[src/rtl/intra_pkg.sv]
// Shared types and default geometry for the intra tile scheduler.
package intra_pkg;

  typedef enum logic [1:0] {
    ST_IDLE     = 2'd0,
    ST_DISPATCH = 2'd1,
    ST_DRAIN    = 2'd2,
    ST_DONE     = 2'd3
  } state_t;

  localparam int DEF_FRAME_W = 1280;
  localparam int DEF_FRAME_H = 720;
  localparam int DEF_STEP_X  = 4;
  localparam int DEF_STEP_Y  = 8;
  localparam int COORD_W     = 16;

endpackage

[src/rtl/intra_tile_scheduler_if.sv]
// Control and engine handshake bundle between the scheduler and its two tile engines.
interface intra_tile_scheduler_if;
  import intra_pkg::*;

  logic               start;
  logic [1:0]         eng_start;
  logic [COORD_W-1:0] eng0_x;
  logic [COORD_W-1:0] eng0_y;
  logic [COORD_W-1:0] eng1_x;
  logic [COORD_W-1:0] eng1_y;
  logic [1:0]         eng_done;
  logic               busy;
  logic               done;
  logic               err;

  modport slave (
    input  start, eng_done,
    output eng_start, eng0_x, eng0_y, eng1_x, eng1_y, busy, done, err
  );

  modport master (
    output start, eng_done,
    input  eng_start, eng0_x, eng0_y, eng1_x, eng1_y, busy, done, err
  );
endinterface

[src/rtl/tile_coord_gen.sv]
// Raster tile coordinate counter: steps x by STEP_X, wraps to the next row, flags the final tile.
module tile_coord_gen
  import intra_pkg::*;
#(
  parameter int FRAME_W = DEF_FRAME_W,
  parameter int FRAME_H = DEF_FRAME_H,
  parameter int STEP_X  = DEF_STEP_X,
  parameter int STEP_Y  = DEF_STEP_Y
) (
  input  logic               clk,
  input  logic               reset,
  input  logic               load,
  input  logic               next,
  output logic [COORD_W-1:0] x,
  output logic [COORD_W-1:0] y,
  output logic               last
);

  localparam logic [COORD_W-1:0] LAST_X = COORD_W'(FRAME_W - STEP_X);
  localparam logic [COORD_W-1:0] LAST_Y = COORD_W'(FRAME_H - STEP_Y);
  localparam logic [COORD_W-1:0] INC_X  = COORD_W'(STEP_X);
  localparam logic [COORD_W-1:0] INC_Y  = COORD_W'(STEP_Y);

  logic [COORD_W-1:0] x_r;
  logic [COORD_W-1:0] y_r;

  // Coordinate register: load returns to the frame origin, next advances one tile.
  always_ff @(posedge clk) begin
    if (!reset) begin
      x_r <= 16'd0;
      y_r <= 16'd0;
    end else if (load) begin
      x_r <= 16'd0;
      y_r <= 16'd0;
    end else if (next) begin
      if (x_r == LAST_X) begin
        x_r <= 16'd0;
        y_r <= (y_r == LAST_Y) ? 16'd0 : y_r + INC_Y;
      end else begin
        x_r <= x_r + INC_X;
      end
    end
  end

  assign x    = x_r;
  assign y    = y_r;
  assign last = (x_r == LAST_X) && (y_r == LAST_Y);

endmodule

[src/rtl/intra_tile_scheduler.sv]
// Hands raster-ordered tiles of one frame to two engines, round-robin, with protocol error tracking.
module intra_tile_scheduler
  import intra_pkg::*;
#(
  parameter int FRAME_W = DEF_FRAME_W,
  parameter int FRAME_H = DEF_FRAME_H,
  parameter int STEP_X  = DEF_STEP_X,
  parameter int STEP_Y  = DEF_STEP_Y
) (
  input  logic                   clk,
  input  logic                   reset,
  intra_tile_scheduler_if.slave  bus
);

  state_t             state_r, state_s;
  logic [1:0]         eng_busy_r;
  logic               rr_r;
  logic [1:0]         eng_start_r;
  logic [COORD_W-1:0] eng0_x_r, eng0_y_r, eng1_x_r, eng1_y_r;
  logic               busy_r, done_r, err_r;

  logic [1:0]         grant_s;
  logic [1:0]         done_valid_s;
  logic               issue_s, accept_s, start_err_s, stray_s, last_s;
  logic [COORD_W-1:0] coord_x_s, coord_y_s;

  assign done_valid_s = bus.eng_done & eng_busy_r;
  assign accept_s     = bus.start && ((state_r == ST_IDLE) || (state_r == ST_DONE));
  assign start_err_s  = bus.start && ((state_r == ST_DISPATCH) || (state_r == ST_DRAIN));
  // A stray completion in IDLE belongs to a pass abandoned by reset and is not an error.
  assign stray_s      = (|(bus.eng_done & ~eng_busy_r)) && (state_r != ST_IDLE);
  assign issue_s      = |grant_s;

  tile_coord_gen #(
    .FRAME_W (FRAME_W),
    .FRAME_H (FRAME_H),
    .STEP_X  (STEP_X),
    .STEP_Y  (STEP_Y)
  ) u_coord (
    .clk   (clk),
    .reset (reset),
    .load  (accept_s),
    .next  (issue_s),
    .x     (coord_x_s),
    .y     (coord_y_s),
    .last  (last_s)
  );

  // Engine grant: only idle engines in DISPATCH, pointer breaks the tie.
  always_comb begin
    grant_s = 2'b00;
    if (state_r == ST_DISPATCH) begin
      case (~eng_busy_r)
        2'b11:   grant_s = rr_r ? 2'b10 : 2'b01;
        2'b01:   grant_s = 2'b01;
        2'b10:   grant_s = 2'b10;
        default: grant_s = 2'b00;
      endcase
    end else begin
      grant_s = 2'b00;
    end
  end

  // Next-state logic of the frame pass.
  always_comb begin
    state_s = state_r;
    case (state_r)
      ST_IDLE, ST_DONE: begin
        if (accept_s) state_s = ST_DISPATCH;
        else          state_s = state_r;
      end
      ST_DISPATCH: begin
        if (issue_s && last_s) state_s = ST_DRAIN;
        else                   state_s = ST_DISPATCH;
      end
      ST_DRAIN: begin
        if (eng_busy_r == 2'b00) state_s = ST_DONE;
        else                     state_s = ST_DRAIN;
      end
      default: state_s = ST_IDLE;
    endcase
  end

  // State, engine tracking and registered outputs.
  always_ff @(posedge clk) begin
    if (!reset) begin
      state_r     <= ST_IDLE;
      eng_busy_r  <= 2'b00;
      rr_r        <= 1'b0;
      eng_start_r <= 2'b00;
      eng0_x_r    <= 16'd0;
      eng0_y_r    <= 16'd0;
      eng1_x_r    <= 16'd0;
      eng1_y_r    <= 16'd0;
      busy_r      <= 1'b0;
      done_r      <= 1'b0;
      err_r       <= 1'b0;
    end else begin
      state_r     <= state_s;
      eng_start_r <= grant_s;
      eng_busy_r  <= (eng_busy_r | grant_s) & ~done_valid_s;
      busy_r      <= (state_s == ST_DISPATCH) || (state_s == ST_DRAIN);
      done_r      <= (state_s == ST_DONE);
      if (issue_s) rr_r <= ~rr_r;
      if (grant_s[0]) begin
        eng0_x_r <= coord_x_s;
        eng0_y_r <= coord_y_s;
      end
      if (grant_s[1]) begin
        eng1_x_r <= coord_x_s;
        eng1_y_r <= coord_y_s;
      end
      if (accept_s)                    err_r <= 1'b0;
      else if (start_err_s || stray_s) err_r <= 1'b1;
    end
  end

  assign bus.eng_start = eng_start_r;
  assign bus.eng0_x    = eng0_x_r;
  assign bus.eng0_y    = eng0_y_r;
  assign bus.eng1_x    = eng1_x_r;
  assign bus.eng1_y    = eng1_y_r;
  assign bus.busy      = busy_r;
  assign bus.done      = done_r;
  assign bus.err       = err_r;

endmodule
[src/flat_wrapper.sv]
// flat-port wrapper written by rule: the top's interface ports become plain ports
module intra_tile_scheduler_flat import intra_pkg::*;
#(
  parameter int FRAME_W = DEF_FRAME_W,
  parameter int FRAME_H = DEF_FRAME_H,
  parameter int STEP_X  = DEF_STEP_X,
  parameter int STEP_Y  = DEF_STEP_Y
)
  (clk, reset, bus_start, bus_eng_done, bus_eng_start, bus_eng0_x, bus_eng0_y, bus_eng1_x, bus_eng1_y, bus_busy, bus_done, bus_err);
  intra_tile_scheduler_if bus_i ();
  input  logic clk;
  input  logic reset;
  input wire logic [$bits(bus_i.start)-1:0] bus_start;
  input wire logic [$bits(bus_i.eng_done)-1:0] bus_eng_done;
  output wire logic [$bits(bus_i.eng_start)-1:0] bus_eng_start;
  output wire logic [$bits(bus_i.eng0_x)-1:0] bus_eng0_x;
  output wire logic [$bits(bus_i.eng0_y)-1:0] bus_eng0_y;
  output wire logic [$bits(bus_i.eng1_x)-1:0] bus_eng1_x;
  output wire logic [$bits(bus_i.eng1_y)-1:0] bus_eng1_y;
  output wire logic [$bits(bus_i.busy)-1:0] bus_busy;
  output wire logic [$bits(bus_i.done)-1:0] bus_done;
  output wire logic [$bits(bus_i.err)-1:0] bus_err;
  assign bus_i.start = bus_start;
  assign bus_i.eng_done = bus_eng_done;
  assign bus_eng_start = bus_i.eng_start;
  assign bus_eng0_x = bus_i.eng0_x;
  assign bus_eng0_y = bus_i.eng0_y;
  assign bus_eng1_x = bus_i.eng1_x;
  assign bus_eng1_y = bus_i.eng1_y;
  assign bus_busy = bus_i.busy;
  assign bus_done = bus_i.done;
  assign bus_err = bus_i.err;
  intra_tile_scheduler #(.FRAME_W(FRAME_W), .FRAME_H(FRAME_H), .STEP_X(STEP_X), .STEP_Y(STEP_Y)) u_core (.clk(clk), .reset(reset), .bus(bus_i));
endmodule
[config.mk]
export PLATFORM = sky130hd
export DESIGN_NAME = intra_tile_scheduler_flat
export DESIGN_NICKNAME = d
export VERILOG_FILES = /design/src/rtl/intra_pkg.sv /design/src/rtl/intra_tile_scheduler_if.sv /design/src/rtl/tile_coord_gen.sv /design/src/rtl/intra_tile_scheduler.sv /design/src/flat_wrapper.sv
export SDC_FILE = /design/constraint.sdc
export NUM_CORES = 1
export LEC_CHECK = 0
export CORE_AREA = 2 2 92 102
export DETAILED_ROUTE_END_ITERATION = 6
export DIE_AREA = 0 0 94 104
export PLACE_DENSITY_LB_ADDON = 0.15
export SLEW_MARGIN = 20
export SYNTH_ARGS = -nofsm -noshare
export SYNTH_HDL_FRONTEND = slang
export SYNTH_SLANG_ARGS = --single-unit
[constraint.sdc]
create_clock -name clk -period 4.65 [get_ports clk]
set_clock_uncertainty 0.15 [all_clocks]
set_input_delay 0.465 -clock clk [delete_from_list [all_inputs] [get_ports clk]]
set_output_delay 0.465 -clock clk [all_outputs]
set_load 0.01 [all_outputs]
== After elaboration in Yosys (flattened, before gate mapping) ==
Index checks and enable logic that the tools add are counted.

* Register bits after elaboration: 106
* Output and inout port bits: 69

* $add $sub $neg: 2
* Equality and inequality tests: 11
* Multiplexer cells: 9
* Bitwise gates (word level): 8
* Reductions and logical operators: 17

{| class="wikitable"
|+ Operator list
! operator !! count
|-
| $mux 16 || 2
|-
| $add 16x3->16 const B || 1
|-
| $add 16x4->16 const B || 1
|-
| $eq 16x10->1 const B || 1
|-
| $eq 16x11->1 const B || 1
|-
| $eq 2x2->1 const B || 6
|-
| $pmux 2 s3 || 2
|-
| $mux 2 || 4
|-
| $reduce_or 2->1 || 4
|-
| $and 2x2->2 || 3
|-
| $eq 2x1->1 const B || 3
|-
| $logic_and 1x1->1 || 5
|-
| $logic_not 2->1 || 2
|-
| $logic_or 1x1->1 || 4
|-
| $not 2->2 || 2
|-
| $not 1->1 || 2
|-
| $or 2x2->2 || 1
|-
| $reduce_and 2->1 || 1
|-
| $reduce_bool 2->1 || 1
|-
| $mux 1 || 1
|}

== Longest topological paths before layout ==
* Depth after elaboration: 10
* Depth in mapped cells: 9
* Depth with buffers taken out: 8

== By module ==
From an unflattened synthesis, not the netlist that was laid out.

* Cells, all modules: 515
* Area total of the unflattened synthesis: 4564.4 um^2

{| class="wikitable"
|+ Modules (own cells, without submodules)
! module !! times used !! cells each !! area an instance (um^2) !! sequential area each (um^2)
|-
| intra_tile_scheduler || 1 || 349 || 3163.0 || 1481.4
|-
| tile_coord_gen || 1 || 166 || 1401.3 || 540.5
|}

== Worst setup path after synthesis ==
OpenSTA, ideal clock, no wires.

* Kind: reg-to-reg
* Start: register u_core.u_coord.y_r[12], in the netlist u_core.u_coord.y[12]
* End: register u_core.busy_r, in the netlist u_core.bus.busy
* Setup time: 115 ps
* Arrival: 1983 ps
* Data required time: 4385 ps
* Setup slack: 2402 ps
* Stages on the path, launching flop included: 7
* Path through: dfxtp_1 > or4_4 > nor4_4 > nand3_1 > a31o_1 > ha_1 > and2_1

* Word-level cells in the longest chain between the ends: 7
* Elaborated cells on any way between the ends: 8
* Classes of those cells: eq/ne (3); mux (2); reduce/logical (3)

{| class="wikitable"
|+ RTL lines
! what !! line !! RTL
|-
| start, declared || tile_coord_gen.sv:25 || <nowiki>logic [COORD_W-1:0] y_r;</nowiki>
|-
| start signal, assigned || tile_coord_gen.sv:38 || <nowiki>y_r <= (y_r == LAST_Y) ? 16'd0 : y_r + INC_Y;</nowiki>
|-
| $eq 16x10->1 (*) || tile_coord_gen.sv:47 || <nowiki>assign last = (x_r == LAST_X) && (y_r == LAST_Y);</nowiki>
|-
| $logic_and 1x1->1 (*) || tile_coord_gen.sv:47 ||
|-
| $logic_and 1x1->1 (*) || intra_tile_scheduler.sv:73 || <nowiki>if (issue_s && last_s) state_s = ST_DRAIN;</nowiki>
|-
| $mux 2 (*) || intra_tile_scheduler.sv:73 ||
|-
| $pmux 2 s3 (*) || intra_tile_scheduler.sv:67 || <nowiki>case (state_r)</nowiki>
|-
| named net u_core.state_s[0] || intra_tile_scheduler.sv:15 || <nowiki>state_t state_r, state_s;</nowiki>
|-
| $eq 2x1->1 or $eq 2x2->1 (tied branches) || intra_tile_scheduler.sv:102 || <nowiki>busy_r <= (state_s == ST_DISPATCH) || (state_s == ST_DRAIN);</nowiki>
|-
| $logic_or 1x1->1 (*) || intra_tile_scheduler.sv:102 ||
|-
| end signal, assigned || intra_tile_scheduler.sv:102 ||
|-
| end, declared || intra_tile_scheduler.sv:20 || <nowiki>logic busy_r, done_r, err_r;</nowiki>
|}

Mark *: on every way through the listed nets, which the timed path passes. The rest lies on a longest branch.
A chain may end at the register's enable or synchronous reset.

== Worst setup path after layout ==
Same ends and word-level chain as after synthesis.

==> flow_summary.toml <==
[run_status]
status = "finished, final reports clean"

[clock_tree]
post_cts_buffers = 0
clk_latency_ps = 370
cts_tree = "built"
clock-root-buffer = "clkbuf_8"
ctsResizeCount = 0
clockBufferDepth = 2
htreeDepth = 3
cts_sinks = 91
postCtsHoldBufs = 0
numCtsBuffers = 9
cts.clk_slew.worst_paths_ps = 100

[timing]
final-hold-violation-count = 0
slew_violations = 0
tightest_slew_ps = 960
max_slew_margin_pct = 36.0
finalSetupViolCount = 0
finalCritPeriodShare_pct = 59.7
max_clock_freq_mhz = 360
fin_setup_tns_ps = 0
final.min_clock_period_ps = 2780
rsz0062_at_grt = "no"

[pwr]
p_sw_w = 0.000610
swShare_pct = 32.5
power_leakage_nw = 1.58
seqPwrFrac_pct = 44.9
p_per_area_nw_per_um2 = 398
vdd_drop_max_mv = 0.228
cell_internal_pwr_w = 0.00127
clkPwrFrac_pct = 33.1
combPwrFrac_pct = 22.1

[grt]
grt_first_pass_wirelength_mm = 14.5
grt_usage_pct = 18.5
gr-total-overflow = 0
grt_max_degree = 65
antenna_found_initial = 0
grt_pass1_vias = 2984

[synthesis]
synth_cell_types = 41
ys_top_cells_by_area = "dfxtp_1 (47%), nand2_1 (12%), a21boi_0 (11%)"
synth_flop_cell = "dfxtp_1"
ys_seq_area_share_pct = 47.4
synth_seq_cells = 91
syn_area_um2 = 3840
yosys_warnings = 0
synth_edf_count = 0
synth_top_area_share_pct = 47.4
yosys.area.top_type = "dfxtp_1"
synthCells = 460
synth_async_sr_flop_share_pct = 0
avgSynthCellArea_um2 = 8.35

[die]
fp.dieH_um = 104
fp.dieW_um = 94
core_um2 = 8780
std_cell_rows = 36
io_pins = 74
start_util_pct = 43.7
die-area_um2 = 9780

[critical_path]
cp-end-kind = "register"
r2r_cells = 6
endpoint = "u_core.bus.busy"
arrival_ps = 2890
r2r-end = "u_core.bus.busy"
startpoint = "u_core.u_coord.y[12]"
cp-start-kind = "register"
r2r_setup_slack_ps = 1870
cp_max_fo = 15
path_class = "register to register"
rr_startpoint = "u_core.u_coord.y[12]"
required_ps = 4770

[place]
hpwl_mm = 5.56
port_buffers = 63
gp_congestion = 0.859
dp.cells = 611

[cells_and_area]
diodes = 0
final_cell_count_no_fill = 627
num-fill-cells = 843
area_growth_pct = 22.9
final_core_util_pct = 53.7
nets = 519
drive_above_1_share_pct = 5.26
layout_common_cells = "nand2_1 (120), dfxtp_1 (91), clkdlybuf4s50_1 (63), a21boi_0 (55), nor2_1 (29)"
final_common_cell = "nand2_1"

[route]
drt_iter0_markers = 123
drt_wl_total_mm = 8.54
antenna_left = 0
drc = 0
firstDrtPassIters = 4
via_per_inst = 5.09
routedWlPerCell_um = 13.6
vias = 3194

[worst_hold_path]
min_path_type = "register to register"

[flow_run]
drv_cap = 0
worst min path at each step:
stage / start / end / slack [ps] / cells after the start
after CTS: u_core.bus.eng0_y[8] / u_core.bus.eng0_y[8] / 320 / 2
after global placement: u_core.bus.eng0_y[9] / u_core.bus.eng0_y[9] / 300 / 2
after floorplan: u_core.u_coord.y[15] / u_core.bus.eng0_y[15] / 320 / 2
final: u_core.bus.eng1_y[7] / u_core.bus.eng1_y[7] / 320 / 2
after detailed placement: u_core.bus.eng0_y[8] / u_core.bus.eng0_y[8] / 310 / 2
after global routing: u_core.bus.eng0_y[8] / u_core.bus.eng0_y[8] / 340 / 2
state kept, by name, indices dropped and copies added (netlist names):
name                  count
u_core.u_coord.x         14
u_core.bus.eng0_x        14
u_core.eng_busy_r         2
u_core.bus.eng1_x        14
u_core.rr_r               1
u_core.bus.done           1
u_core.bus.err            1
u_core.bus.eng0_y        13
u_core.bus.eng_start      2
u_core.state_r            2
u_core.bus.busy           1
u_core.u_coord.y         13
u_core.bus.eng1_y        13
per-stage QoR:
step | hold WS [ps] | cell area [um^2] | setup slack (ps) | total power [W]
3_3_place_gp | 302 | 4480 | 1800 | 0.00127
3_5_place_dp | 308 | 4480 | 1710 | 0.00128
4_1_cts | 321 | 4720 | 1900 | 0.00190
2_1_floorplan | 321 | 3870 | 2400 | 0.00116
6_report | 317 | 4720 | 1870 | 0.00188
5_1_grt | 343 | 4720 | 1690 | 0.00198
area by class of cell:
class                   count  area [um^2]  area share, %
clock buffers               9          124           2.62
well taps                 114          143           3.02
multi-input cells         334         1850           39.2
flip-flops and latches     91         1820           38.6
inverters                   6         22.5          0.477
clock inverters             7          108           2.28
repair buffers             66          653           13.8
cells by family after synthesis:
logic type | after synthesis | synth area share [%]
flip-flops | 91 | 47.4
AND/OR/NAND/NOR | 212 | 25.5
buffers and inverters | 44 | 5.41
adder cells (fa/ha/maj) | 6 | 1.95
AO/OA/AOI/OAI | 91 | 16.2
XOR/XNOR | 15 | 3.42
other | 1 | 0.0977
per-layer routing:
metal  share of wire, %  track usage [%]  vias up
met2                 49             30.1       64
met1                 45             23.7     1510
li1                   -                -     1609
met4                1.5             7.35        0
met5                  0                0        -
met3                3.8             3.91       11
power groups by stage:
| stage | sequential, W | combinational [W] | clock, W |
|---|---|---|---|
| 5_1_grt | 0.000847 | 0.000462 | 0.000668 |
| 6_report | 0.000844 | 0.000415 | 0.000622 |
| 3_3_place_gp | 0.000862 | 0.000408 | 0 |
| 2_1_floorplan | 0.000865 | 0.000295 | 0 |
| 3_5_place_dp | 0.000862 | 0.000416 | 0 |
| 4_1_cts | 0.000844 | 0.000419 | 0.000636 |
synthesized netlist by cell type (2+ instances only):
master    count
ha_1          6
a31oi_1       2
a21boi_0     55
nor2_1       29
nand2_1     120
nand2b_1      2
xnor2_1       6
dfxtp_1      91
xor2_1        9
and3_1        5
nand3b_1      4
clkbuf_1     26
nor3_1        5
nand3_1      17
and2_1        9
nand4_1       3
inv_1         6
nor2b_1       2
a21oi_1      15
buf_4        11
o21ai_0      10
o21ai_1       4
and4_1        2
or4_1         4
worst max-delay path, stage by stage (launching register included):
cell and delay (ps):
dfxtp_1 390, or4_4 570, nor4_4 670, nand3_1 190, a31o_1 270, ha_1 280
and2_1 150
(Power assumes the default switching activity.)
